`config.mk`:
```
export PLATFORM = sky130hd
export DESIGN_NAME = fetch_sequencer
export DESIGN_NICKNAME = d
export VERILOG_FILES = /design/src/rtl/fetch_sequencer.sv
export SDC_FILE = /design/constraint.sdc
export NUM_CORES = 1
export LEC_CHECK = 0
export ABC_AREA = 1
export BUFFER_PORTS_ARGS = -buffer_cell sky130_fd_sc_hd__buf_2
export CORE_ASPECT_RATIO = 1.1
export CORE_UTILIZATION = 50
export DETAILED_ROUTE_END_ITERATION = 8
export HOLD_SLACK_MARGIN = 0.06
export PLACE_DENSITY = 0.86
export SYNTH_ARGS = -nofsm -noshare
export SYNTH_HDL_FRONTEND = slang
export SYNTH_SLANG_ARGS = --single-unit
```
`constraint.sdc`:
```
create_clock -name Clk -period 5 [get_ports Clk]
set_input_delay 0.75 -clock Clk [delete_from_list [all_inputs] [get_ports Clk]]
set_output_delay 0.75 -clock Clk [all_outputs]
set_load 0.02 [all_outputs]
```
`src/rtl/fetch_sequencer.sv`:
```
// ---------------------------------------------------------------------------
// fetch_sequencer
//   Instruction-fetch controller. Owns the program counter, drives the byte
//   address of a combinational instruction memory and registers the returned
//   word into the IF/ID stage together with its PC+4 and a valid flag.
//   Handles stall, branch/jump redirect, halt on a sentinel instruction and
//   trapping of misaligned / out-of-range fetch addresses.
//
// Ports
//   Clk          rising-edge clock
//   Reset        asynchronous, active-high reset
//   Adress       byte address to instruction memory (always the current PC)
//   Word         instruction returned by memory for Adress, same cycle
//   Stall        hold PC and IF/ID contents
//   Branch       taken-branch redirect request (beats Jump)
//   Branch_pc    branch target
//   Jump         jump redirect request
//   Jump_pc      jump target
//   Instr        IF/ID instruction
//   Pc_plus4     IF/ID PC+4 belonging to Instr
//   Instr_valid  Instr holds a real instruction
//   Halted       registered "in HALT" flag
//   Fault        registered "in FAULT" flag
//   Fault_pc     address that caused the fault, captured on FAULT entry
// ---------------------------------------------------------------------------
module fetch_sequencer #(
    parameter logic [31:0] RESET_VECTOR = 32'h0000_0000,
    parameter int unsigned MEM_BYTES    = 128,
    parameter logic [31:0] HALT_WORD    = 32'hFC00_0000
) (
    input  logic        Clk,
    input  logic        Reset,
    output logic [31:0] Adress,
    input  logic [31:0] Word,
    input  logic        Stall,
    input  logic        Branch,
    input  logic [31:0] Branch_pc,
    input  logic        Jump,
    input  logic [31:0] Jump_pc,
    output logic [31:0] Instr,
    output logic [31:0] Pc_plus4,
    output logic        Instr_valid,
    output logic        Halted,
    output logic        Fault,
    output logic [31:0] Fault_pc
);

    // Highest legal word address inside the instruction memory.
    localparam logic [31:0] LAST_ADDR = 32'(MEM_BYTES - 4);

    typedef enum logic [1:0] {
        BOOT  = 2'd0,
        RUN   = 2'd1,
        HALT  = 2'd2,
        FAULT = 2'd3
    } state_t;

    // IF/ID pipeline register contents.
    typedef struct packed {
        logic [31:0] instr;
        logic [31:0] pc_plus4;
        logic        valid;
    } ifid_t;

    state_t      state, state_n;
    logic [31:0] pc, pc_n;
    logic [31:0] fault_pc_n;
    ifid_t       ifid, ifid_n;
    logic [31:0] pc_inc;
    logic        pc_bad;

    assign Adress      = pc;
    assign Instr       = ifid.instr;
    assign Pc_plus4    = ifid.pc_plus4;
    assign Instr_valid = ifid.valid;

    // 32-bit modulo increment; a wrapped PC is still caught by pc_bad.
    assign pc_inc = pc + 32'd4;

    // Redirect targets are not screened on capture; they are screened here,
    // the cycle they become the PC.
    assign pc_bad = (pc[1:0] != 2'b00) || (pc > LAST_ADDR);

    // -----------------------------------------------------------------------
    // State register and IF/ID register
    // -----------------------------------------------------------------------
    always_ff @(posedge Clk or posedge Reset) begin
        if (Reset) begin
            state    <= BOOT;
            pc       <= RESET_VECTOR;
            ifid     <= '0;
            Fault_pc <= '0;
            Halted   <= 1'b0;
            Fault    <= 1'b0;
        end else begin
            state    <= state_n;
            pc       <= pc_n;
            ifid     <= ifid_n;
            Fault_pc <= fault_pc_n;
            // Status flags follow the state with one cycle of delay, so they
            // rise the cycle after entry and can never both be set.
            Halted   <= (state == HALT);
            Fault    <= (state == FAULT);
        end
    end

    // -----------------------------------------------------------------------
    // Next-state / datapath logic
    // -----------------------------------------------------------------------
    always_comb begin
        state_n    = state;
        pc_n       = pc;
        ifid_n     = ifid;
        fault_pc_n = Fault_pc;

        case (state)
            BOOT: begin
                // One settling cycle: no fetch is registered.
                state_n = RUN;
            end

            RUN: begin
                if (pc_bad) begin
                    state_n      = FAULT;
                    fault_pc_n   = pc;
                    ifid_n.valid = 1'b0;
                end else if (Branch) begin
                    // Redirects insert a bubble even while stalled.
                    pc_n         = Branch_pc;
                    ifid_n.valid = 1'b0;
                end else if (Jump) begin
                    pc_n         = Jump_pc;
                    ifid_n.valid = 1'b0;
                end else if (Stall) begin
                    // Everything holds.
                end else begin
                    ifid_n.instr    = Word;
                    ifid_n.pc_plus4 = pc_inc;
                    ifid_n.valid    = 1'b1;
                    // The sentinel itself is delivered once; PC stays on it.
                    if (Word == HALT_WORD) begin
                        state_n = HALT;
                    end else begin
                        pc_n = pc_inc;
                    end
                end
            end

            HALT: begin
                ifid_n.valid = 1'b0;
            end

            FAULT: begin
                ifid_n.valid = 1'b0;
            end

            default: begin
                state_n = BOOT;
            end
        endcase
    end

endmodule

```
==> impl_metrics.env, run 1 <==
export IMPL_period_minus_slack_ns=2.75
export IMPL_avgSynthCellArea_um2=7.91
export IMPL_fin_cells=1186
export IMPL_num_vias=5926
export IMPL_drc_errors=0
export IMPL_drive_gt1_share_pct=27.1
export IMPL_synth_distinct_cells=28
export IMPL_syn_nets=902
export IMPL_p_leak_nw=4.75
export IMPL_fmax_mhz=364
export IMPL_routed_wl_um=17000
export IMPL_holdPathEnd="Pc_plus4[18]$_DFFE_PP0P_"
export IMPL_ir_drop_mv=0.232
export IMPL_grt_pass1_vias=5377
export IMPL_synth_seq_cells=133
export IMPL_rsz0062_at_grt="false"
export IMPL_drv_cap=0
export IMPL_final_period_utilization_pct=54.9
export IMPL_ant_nets=0
export IMPL_ios=232
export IMPL_end_kind="register"
export IMPL_grt_overflow=0
export IMPL_critical_path_arrival_ns=3.01
export IMPL_hold_viol_final=0
export IMPL_dp_hpwl_um=12200
export IMPL_cts_hold_buf=0
export IMPL_ff2ff_setup_slack_ns=2.25
export IMPL_cts_tree="built"
export IMPL_fillerInstances=1081
export IMPL_path_cells="nor2_1, nand2_1, nor2_1, nand2_1, nor2_4, nand3_4, nand2_1, o21ai_2"
export IMPL_layout_common_cells="nand2_1, buf_2, dfrtp_1"
export IMPL_die_h_um=120
export IMPL_worstMarginPinSlew_ns=1.36
export IMPL_placed_cells=1153
export IMPL_syn_cell_area_um2=6320
export IMPL_critPathBufInv=0
export IMPL_fin_skew_ns=0.00579
export IMPL_power_density_nw_per_um2=301
export IMPL_crit_path_top_delay_cell="nand3_4"
export IMPL_grt_usage_pct=26.8
export IMPL_gp_congestion=0.956
export IMPL_yosys_warnings=0
export IMPL_reg2reg_to="Instr[5]$_DFFE_PP0P_"
export IMPL_cts_buffer_depth=2
export IMPL_tns_ns=0
export IMPL_die_w_um=109
export IMPL_hp_start="Pc_plus4[18]$_DFFE_PP0P_"
export IMPL_finalMaxSlewViolations=0
export IMPL_synth_edff_count=0
export IMPL_yosys_most_used_dff="dfrtp_1"
export IMPL_die_area_um2=13100
export IMPL_cts_sinks=133
export IMPL_cts_resized=0
export IMPL_crit_path_start_kind="register"
export IMPL_root_buffer="clkbuf_16"
export IMPL_drt_iter0_drc=505
export IMPL_holdCritPathClass="reg2reg"
export IMPL_clk_pin_slew_ns=0.05
export IMPL_postPlaceCellArea_um2=7470
export IMPL_holdPathStages=2
export IMPL_path_delay_family="simple AND/OR/NAND/NOR gates"
export IMPL_final_common_cell="nand2_1"
export IMPL_start_util_pct=51.9
export IMPL_status="finished clean"
export IMPL_core_area_um2=12200
export IMPL_syn_to_final_growth_pct=27.5
export IMPL_seq_area_frac_synth_pct=52.6
export IMPL_grt_pass1_wl_um=26600
export IMPL_setup_viol_count_final=0
export IMPL_wl_per_cell_um=14.3
export IMPL_path_max_fanout=103
export IMPL_max_stage_delay_ns=0.82
export IMPL_placement_io_buffers=231
export IMPL_insertion_delay_ns=0.42
export IMPL_ff2ff_path_depth=8
export IMPL_synth_async_reset_ratio_pct=100
export IMPL_stdcell_area_um2=8070
export IMPL_synthesis_instances=800
export IMPL_cts_htree_levels=4
export IMPL_grt_start_max_net_pins=104
export IMPL_placementRows=42
export IMPL_cpMostUsedCell="nand2_1"
export IMPL_numCtsBuffers=17
export IMPL_reg2reg_from="Adress[7]$_DFFE_PP0P_"
export IMPL_antenna_found_initial=1
export IMPL_slew_headroom_pct=9.42
export IMPL_firstDrtPassIters=5
export IMPL_viasPerCell=5.00
export IMPL_critPathKind="reg2reg"
export IMPL_nets=1120
export IMPL_required_ns=5.26
export IMPL_post_cts_buffers=0
## where the power goes
part,leakage (nW),switching (mW),internal (mW)
clock,0.289,0.446,0.782
sequential,1.70,0.00000000000254,1.08
combinational,2.76,0.0746,0.0518
## state kept, by name, indices dropped and copies added (netlist names)
name and cells:
Instr_valid 1, Pc_plus4 32, Halted 1, Instr 32, state 2, Fault_pc 32
Adress 32, Fault 1
## Yosys cell counts, types with 2 or more instances
library cell / n / area (µm²)
a21oi_1: 6 / 30.0
a22o_1: 19 / 166
a22oi_1: 2 / 15.0
buf_2: 12 / 60.1
buf_4: 7 / 52.6
buf_6: 8 / 90.1
clkbuf_1: 7 / 26.3
dfrtp_1: 133 / 3330
inv_1: 130 / 488
inv_2: 3 / 11.3
nand2_1: 262 / 983
nand3_1: 43 / 215
nand4_1: 6 / 37.5
nor2_1: 63 / 236
o211ai_1: 2 / 15.0
o21ai_0: 45 / 225
o21ai_1: 30 / 150
o21ai_2: 8 / 70.1
xor2_1: 5 / 43.8
## routing by layer
| layer | vias to the layer above | global-route usage [%] | routed length (µm) |
|---|---|---|---|
| met5 | - | 0 | 0 |
| met4 | 0 | 11.0 | 361 |
| met2 | 235 | 42.7 | 8230 |
| li1 | 2906 | - | - |
| met3 | 36 | 6.03 | 1230 |
| met1 | 2749 | 35.0 | 7170 |
## worst register-to-register path, delay by kind of cell (launching register included)
kind / cells / cell delay, ns
AND/OR/NAND/NOR: 7 / 2.06
flip-flops: 1 / 0.45
AO/OA/AOI/OAI: 1 / 0.09
## worst max path at each step
stage,from,to,slack (ns),cells past startpoint
after floorplan,Reset,Adress[0]$_DFFE_PP0P_,0.70,1
after global placement,Branch,Adress[25]$_DFFE_PP0P_,2.12,9
after detailed placement,Branch,Adress[26]$_DFFE_PP0P_,1.99,9
after CTS,Adress[7]$_DFFE_PP0P_,Instr[0]$_DFFE_PP0P_,2.29,7
after global routing,Adress[7]$_DFFE_PP0P_,Instr[0]$_DFFE_PP0P_,1.98,7
final,Adress[7]$_DFFE_PP0P_,Instr[5]$_DFFE_PP0P_,2.25,8
## kinds of logic (layout without fill, tap and decap cells)
| family | Yosys count | after routing | synth area share (%) |
|---|---|---|---|
| XOR/XNOR | 6 | 6 | 0.831 |
| other | 0 | 1 | 0 |
| AND/OR/NAND/NOR | 378 | 378 | 23.8 |
| flip-flops | 133 | 133 | 52.6 |
| buffers and inverters | 167 | 398 | 11.5 |
| AO/OA/AOI/OAI | 115 | 115 | 11.0 |
| adder cells (fa/ha/maj) | 1 | 1 | 0.198 |
## final cells by class
| type | count | area, µm² | area share [%] |
|---|---|---|---|
| Clock buffer | 23 | 488 | 6.05 |
| Antenna cell | 1 | 2.50 | 0.0310 |
| Tap cell | 154 | 193 | 2.39 |
| Clock inverter | 9 | 100 | 1.24 |
| Inverter | 133 | 504 | 6.25 |
| Sequential cell | 133 | 3330 | 41.3 |
| Timing Repair Buffer | 233 | 1170 | 14.5 |
| Multi-Input combinational cell | 500 | 2280 | 28.3 |
## per-stage QoR
| stage | total power, mW | hold slack (ns) | utilization [%] | setup WS [ns] |
|---|---|---|---|---|
| global route | 2.51 | 0.483 | 66.1 | 1.98 |
| floorplan | 1.16 | 0.436 | - | 0.696 |
| global placement | 1.22 | 0.443 | 61.3 | 2.12 |
| detailed placement | 1.22 | 0.447 | 61.3 | 1.99 |
| CTS | 2.44 | 0.462 | 66.1 | 2.29 |
| finish | 2.43 | 0.460 | 66.2 | 2.25 |
No activity file was read; power rests on OpenSTA's default activity.
==> run 2: changes to the inputs <==
Settings changed: ABC_AREA 1 to 0, CORE_UTILIZATION 50 to 48, PLACE_DENSITY 0.86 to 0.85.
Clock period 5 ns to 2.57 ns, I/O delays scaled along.
==> impl_metrics.env, run 2 <==
export IMPL_hold_viol_final=0
export IMPL_die_w_um=104
export IMPL_drv_cap=0
export IMPL_synth_edff_count=0
export IMPL_cts_buffer_depth=2
export IMPL_avgSynthCellArea_um2=13.6
export IMPL_final_period_utilization_pct=90.3
export IMPL_path_cells="or4_1, nor2_1, and3_1, nor2_2, buf_4, mux2_1"
export IMPL_synthMuxAreaShare_pct=14.0
export IMPL_ant_nets=0
export IMPL_dp_hpwl_um=9750
export IMPL_gp_congestion=0.839
export IMPL_path_max_fanout=31
export IMPL_grt_usage_pct=23.6
export IMPL_crit_path_top_delay_cell="or4_1"
export IMPL_tns_ns=0
export IMPL_viasPerCell=5.35
export IMPL_layout_common_cells="buf_2, dfrtp_1, mux2_2"
export IMPL_drc_errors=0
export IMPL_fmax_mhz=431
export IMPL_rsz0062_at_grt="false"
export IMPL_power_density_nw_per_um2=657
export IMPL_holdCritPathClass="in2async"
export IMPL_drive_gt1_share_pct=53.5
export IMPL_synth_top_cells_by_count="dfrtp_1, mux2_2, and2_1, o21bai_2, a22oi_1"
export IMPL_finalMaxSlewViolations=0
export IMPL_die_h_um=114
export IMPL_critical_path_arrival_ns=2.60
export IMPL_cts_tree="built"
export IMPL_synth_top_family_by_area="multiplexers"
export IMPL_antenna_found_initial=0
export IMPL_root_buffer="clkbuf_16"
export IMPL_syn_nets=508
export IMPL_netlist_area_leader_share_pct=60.4
export IMPL_synth_xor_area_share_pct=0.635
export IMPL_drt_iter0_drc=228
export IMPL_placed_cells=771
export IMPL_grt_pass1_wl_um=21600
export IMPL_insertion_delay_ns=0.41
export IMPL_synthTopCellsByArea="dfrtp_1, mux2_2, o21bai_2, and2_1, mux2_1"
export IMPL_yosysMostFrequentCell="dfrtp_1"
export IMPL_placement_io_buffers=231
export IMPL_firstDrtPassIters=4
export IMPL_yosys_most_used_dff="dfrtp_1"
export IMPL_grt_overflow=0
export IMPL_diodes=0
export IMPL_slew_headroom_pct=65.3
export IMPL_synth_seq_cells=133
export IMPL_synth_top_area_cell="dfrtp_1"
export IMPL_end_kind="register"
export IMPL_synth_simple_area_share_pct=9.12
export IMPL_num_vias=4293
export IMPL_synth_adder_area_share_pct=0.227
export IMPL_critPathKind="reg2reg"
export IMPL_core_area_um2=11100
export IMPL_die_area_um2=11900
export IMPL_clk_pin_slew_ns=0.06
export IMPL_synthesis_instances=406
export IMPL_crit_path_start_kind="register"
export IMPL_grt_start_max_net_pins=91
export IMPL_routed_wl_um=13700
export IMPL_fin_cells=803
export IMPL_post_cts_buffers=0
export IMPL_fin_skew_ns=0.00625
export IMPL_required_ns=2.85
export IMPL_fin_util_pct=67.3
export IMPL_seq_area_frac_synth_pct=60.4
export IMPL_final_common_cell="buf_2"
export IMPL_placementRows=40
export IMPL_synth_distinct_cells=47
export IMPL_cts_sinks=133
export IMPL_nets=745
export IMPL_setup_viol_count_final=0
export IMPL_numCtsBuffers=17
export IMPL_max_stage_delay_ns=0.53
export IMPL_worstMarginPinSlew_ns=0.521
export IMPL_synth_compound_area_share_pct=12.4
export IMPL_cts_htree_levels=4
export IMPL_syn_cell_area_um2=5510
export IMPL_cts_hold_buf=0
export IMPL_yosys_warnings=0
export IMPL_synth_async_reset_ratio_pct=100
export IMPL_syn_to_final_growth_pct=35.0
export IMPL_ios=232
export IMPL_cts_resized=0
export IMPL_ir_drop_mv=0.458
export IMPL_p_leak_nw=4.23
export IMPL_status="finished clean"
export IMPL_grt_pass1_vias=4290
export IMPL_start_util_pct=49.9
export IMPL_wl_per_cell_um=17.1
export IMPL_period_minus_slack_ns=2.32
[run 2: cell types whose count changed after synthesis, moves of 13 or more]
cell and change:
a22o_1 -15, a22oi_1 +17, and2_1 +28, inv_1 -122, mux2_1 +13, mux2_2 +52
nand2_1 -248, nand3_1 -40, nor2_1 -54, o21ai_0 -39, o21ai_1 -26, o21bai_2 +20
[run 2: area by class of cell]
type	count	area, µm²
multi-input cells	243	2010
fillers	825	3610
clock inverters	11	173
well taps	147	184
inverters	8	33.8
repair buffers	240	1250
clock buffers	21	470
flip-flops and latches	133	3330
[run 2: through the flow]
step	power [mW]	cell area, µm²	hold WS, ns	setup WS [ns]
floorplan	2.23	5520	0.459	0.533
global placement	2.33	6800	0.461	0.318
detailed placement	2.34	6800	0.465	0.209
CTS	4.94	7450	0.149	0.241
global route	5.04	7450	0.174	0.142
finish	4.89	7450	0.117	0.249
[run 2: routing by layer]
layer  vias up  share of wire (%)  track usage, %
li1       1953                  -               -
met1      2129                 40            27.9
met2       187                 51            41.0
met3        24                6.4            5.98
met4         0                1.9            10.2
met5         -                  0               0
[run 2: critical path: cells and delay by family (launching register included)]
kind                   cells  cell delay [ns]
and+or+nand+nor            4             1.15
muxes                      1             0.37
buffers and inverters      1             0.26
DFF                        1             0.41
[run 2: final timing paths]
check,start,to,cells past startpoint,slack [ns]
max reg2reg,Adress[24]$_DFFE_PP0P_,Fault_pc[6]$_DFFE_PP0P_,6,0.25
min,Reset,Pc_plus4[16]$_DFFE_PP0P_,3,0.12
max,Adress[24]$_DFFE_PP0P_,Fault_pc[6]$_DFFE_PP0P_,6,0.25
max in group asynchronous,Reset,Instr[19]$_DFFE_PP0P_,3,2.03
min in group Clk,Word[26],Instr[26]$_DFFE_PP0P_,2,0.22
min reg2reg,Fault_pc[0]$_DFFE_PP0P_,Fault_pc[0]$_DFFE_PP0P_,1,0.48
[run 2: cell families (layout without fill, tap and decap cells)]
kind of cell | after synthesis | after routing
muxes | 69 | 69
AOI/OAI and AO/OA | 83 | 83
adders and majority gates | 1 | 1
xor gates and xnor gates | 4 | 4
buffers and inverters | 30 | 280
DFF | 133 | 133
and+or+nand+nor | 86 | 86
[run 2: power breakdown]
| group | switching (mW) | leakage (nW) | total (mW) | internal [mW] |
|---|---|---|---|---|
| Sequential | 0 | 1.80 | 2.10 | 2.10 |
| Combinational | 0.119 | 2.13 | 0.208 | 0.0883 |
| Clock | 0.882 | 0.302 | 2.59 | 1.70 |
| Total | 1.00 | 4.23 | 4.89 | 3.89 |
==> run 3: changes to the inputs <==
Settings changed: PLACE_DENSITY 0.85 to 0.8.
==> impl_metrics.env, run 3 (synthesized netlist as in run 2, its figures left out) <==
export IMPL_antenna_found_initial=0
export IMPL_ir_drop_mv=0.400
export IMPL_gp_congestion=0.830
export IMPL_cts_htree_levels=4
export IMPL_critPathKind="reg2reg"
export IMPL_final_period_utilization_pct=91.3
export IMPL_p_seq_share_pct=45.5
export IMPL_finalPower_mw=4.60
export IMPL_clk_pin_slew_ns=0.05
export IMPL_core_area_um2=11100
export IMPL_fmax_mhz=426
export IMPL_path_max_fanout=31
export IMPL_period_minus_slack_ns=2.35
export IMPL_holdCritPathClass="in2async"
export IMPL_internal_power_mw=3.62
export IMPL_num_vias=4211
export IMPL_swShare_pct=21.2
export IMPL_critical_path_arrival_ns=2.62
export IMPL_post_cts_buffers=0
export IMPL_reg2reg_to="Fault_pc[11]$_DFFE_PP0P_"
export IMPL_fin_skew_ns=0.00831
export IMPL_numCtsBuffers=17
export IMPL_root_buffer="clkbuf_16"
export IMPL_crit_path_start_kind="register"
export IMPL_cts_tree="built"
export IMPL_drive_gt1_share_pct=53.6
export IMPL_ant_nets=0
export IMPL_die_w_um=104
export IMPL_dp_hpwl_um=9680
export IMPL_worstMarginPinSlew_ns=0.698
export IMPL_placementRows=40
export IMPL_drt_iter0_drc=242
export IMPL_rsz0062_at_grt="false"
export IMPL_placement_io_buffers=231
export IMPL_final_common_cell="buf_2"
export IMPL_slew_headroom_pct=53.5
export IMPL_die_area_um2=11900
export IMPL_wl_per_cell_um=16.6
export IMPL_setup_viol_count_final=0
export IMPL_grt_usage_pct=23.1
export IMPL_grt_pass1_wl_um=21200
export IMPL_reg2reg_from="Adress[24]$_DFFE_PP0P_"
export IMPL_cts_sinks=133
export IMPL_power_density_nw_per_um2=625
export IMPL_drc_errors=0
export IMPL_finalMaxSlewViolations=0
export IMPL_layout_common_cells="buf_2, dfrtp_1, mux2_2"
export IMPL_ff2ff_path_depth=6
export IMPL_viasPerCell=5.25
export IMPL_required_ns=2.84
export IMPL_fillerInstances=850
export IMPL_die_h_um=114
export IMPL_grt_start_max_net_pins=86
export IMPL_p_leak_nw=4.19
export IMPL_fin_cells=802
export IMPL_firstDrtPassIters=4
export IMPL_end_kind="register"
export IMPL_power_net_switching_uw=977
export IMPL_p_comb_share_pct=4.5
export IMPL_insertion_delay_ns=0.40
export IMPL_cts_resized=0
export IMPL_clkPwrFrac_pct=49.9
export IMPL_cts_hold_buf=0
export IMPL_syn_to_final_growth_pct=33.6
export IMPL_hold_viol_final=0
export IMPL_start_util_pct=49.9
export IMPL_ff2ff_setup_slack_ns=0.22
export IMPL_cts_buffer_depth=2
export IMPL_tns_ns=0
export IMPL_routed_wl_um=13300
export IMPL_drv_cap=0
export IMPL_grt_pass1_vias=4378
export IMPL_ios=232
export IMPL_diodes=0
export IMPL_status="finished clean"
export IMPL_placed_cells=771
export IMPL_grt_overflow=0
export IMPL_nets=745
==> run 3: power groups by stage <==
stage / Combinational, mW / Sequential (mW) / Clock (mW)
after global routing: 0.230 / 2.09 / 2.44
after floorplan: 0.0922 / 2.13 / 0
after detailed placement: 0.210 / 2.13 / 0
final: 0.208 / 2.10 / 2.30
after CTS: 0.211 / 2.10 / 2.35
after global placement: 0.202 / 2.13 / 0
==> run 3: final cells by class <==
class,count,area [µm²],share of cell area [%]
Clock inverter,13,135,1.83
Timing Repair Buffer,240,1240,16.8
Clock buffer,18,439,5.96
Inverter,8,33.8,0.459
Tap cell,147,184,2.50
Multi-Input combinational cell,243,2010,27.3
Sequential cell,133,3330,45.2
==> run 3: metrics by stage <==
stage	utilization (%)	area, µm²	hold slack [ns]	setup slack, ns
detailed placement	61.4	6790	0.465	0.250
global placement	61.4	6790	0.459	0.306
finish	66.6	7360	0.0974	0.223
CTS	66.6	7360	0.114	0.232
global route	66.6	7360	0.138	0.137
floorplan	-	5520	0.459	0.533
==> run 3: metal layers <==
metal  global-route usage (%)  share of wire [%]  vias up
li1                         -                  -     1946
met4                     11.5                2.2        0
met5                        0                  0        -
met2                     40.5                 52      185
met1                     26.6                 41     2054
met3                     5.75                5.8       26
==> run 3: worst max-delay path by stage <==
stage | start | to | cells past startpoint
detailed placement | Adress[24]$_DFFE_PP0P_ | Fault_pc[11]$_DFFE_PP0P_ | 6
floorplan | Reset | Adress[0]$_DFFE_PP0P_ | 1
global route | Adress[24]$_DFFE_PP0P_ | Fault_pc[11]$_DFFE_PP0P_ | 6
global placement | Adress[23]$_DFFE_PP0P_ | Fault_pc[0]$_DFFE_PP0P_ | 6
CTS | Adress[23]$_DFFE_PP0P_ | Fault_pc[11]$_DFFE_PP0P_ | 6
finish | Adress[24]$_DFFE_PP0P_ | Fault_pc[11]$_DFFE_PP0P_ | 6
==> run 3: critical path: stages (launching register included) <==
cell,delay [ns]
dfrtp_1,0.41
or4_1,0.53
nor2_1,0.29
and3_1,0.31
nor2_2,0.04
buf_4,0.26
mux2_1,0.36
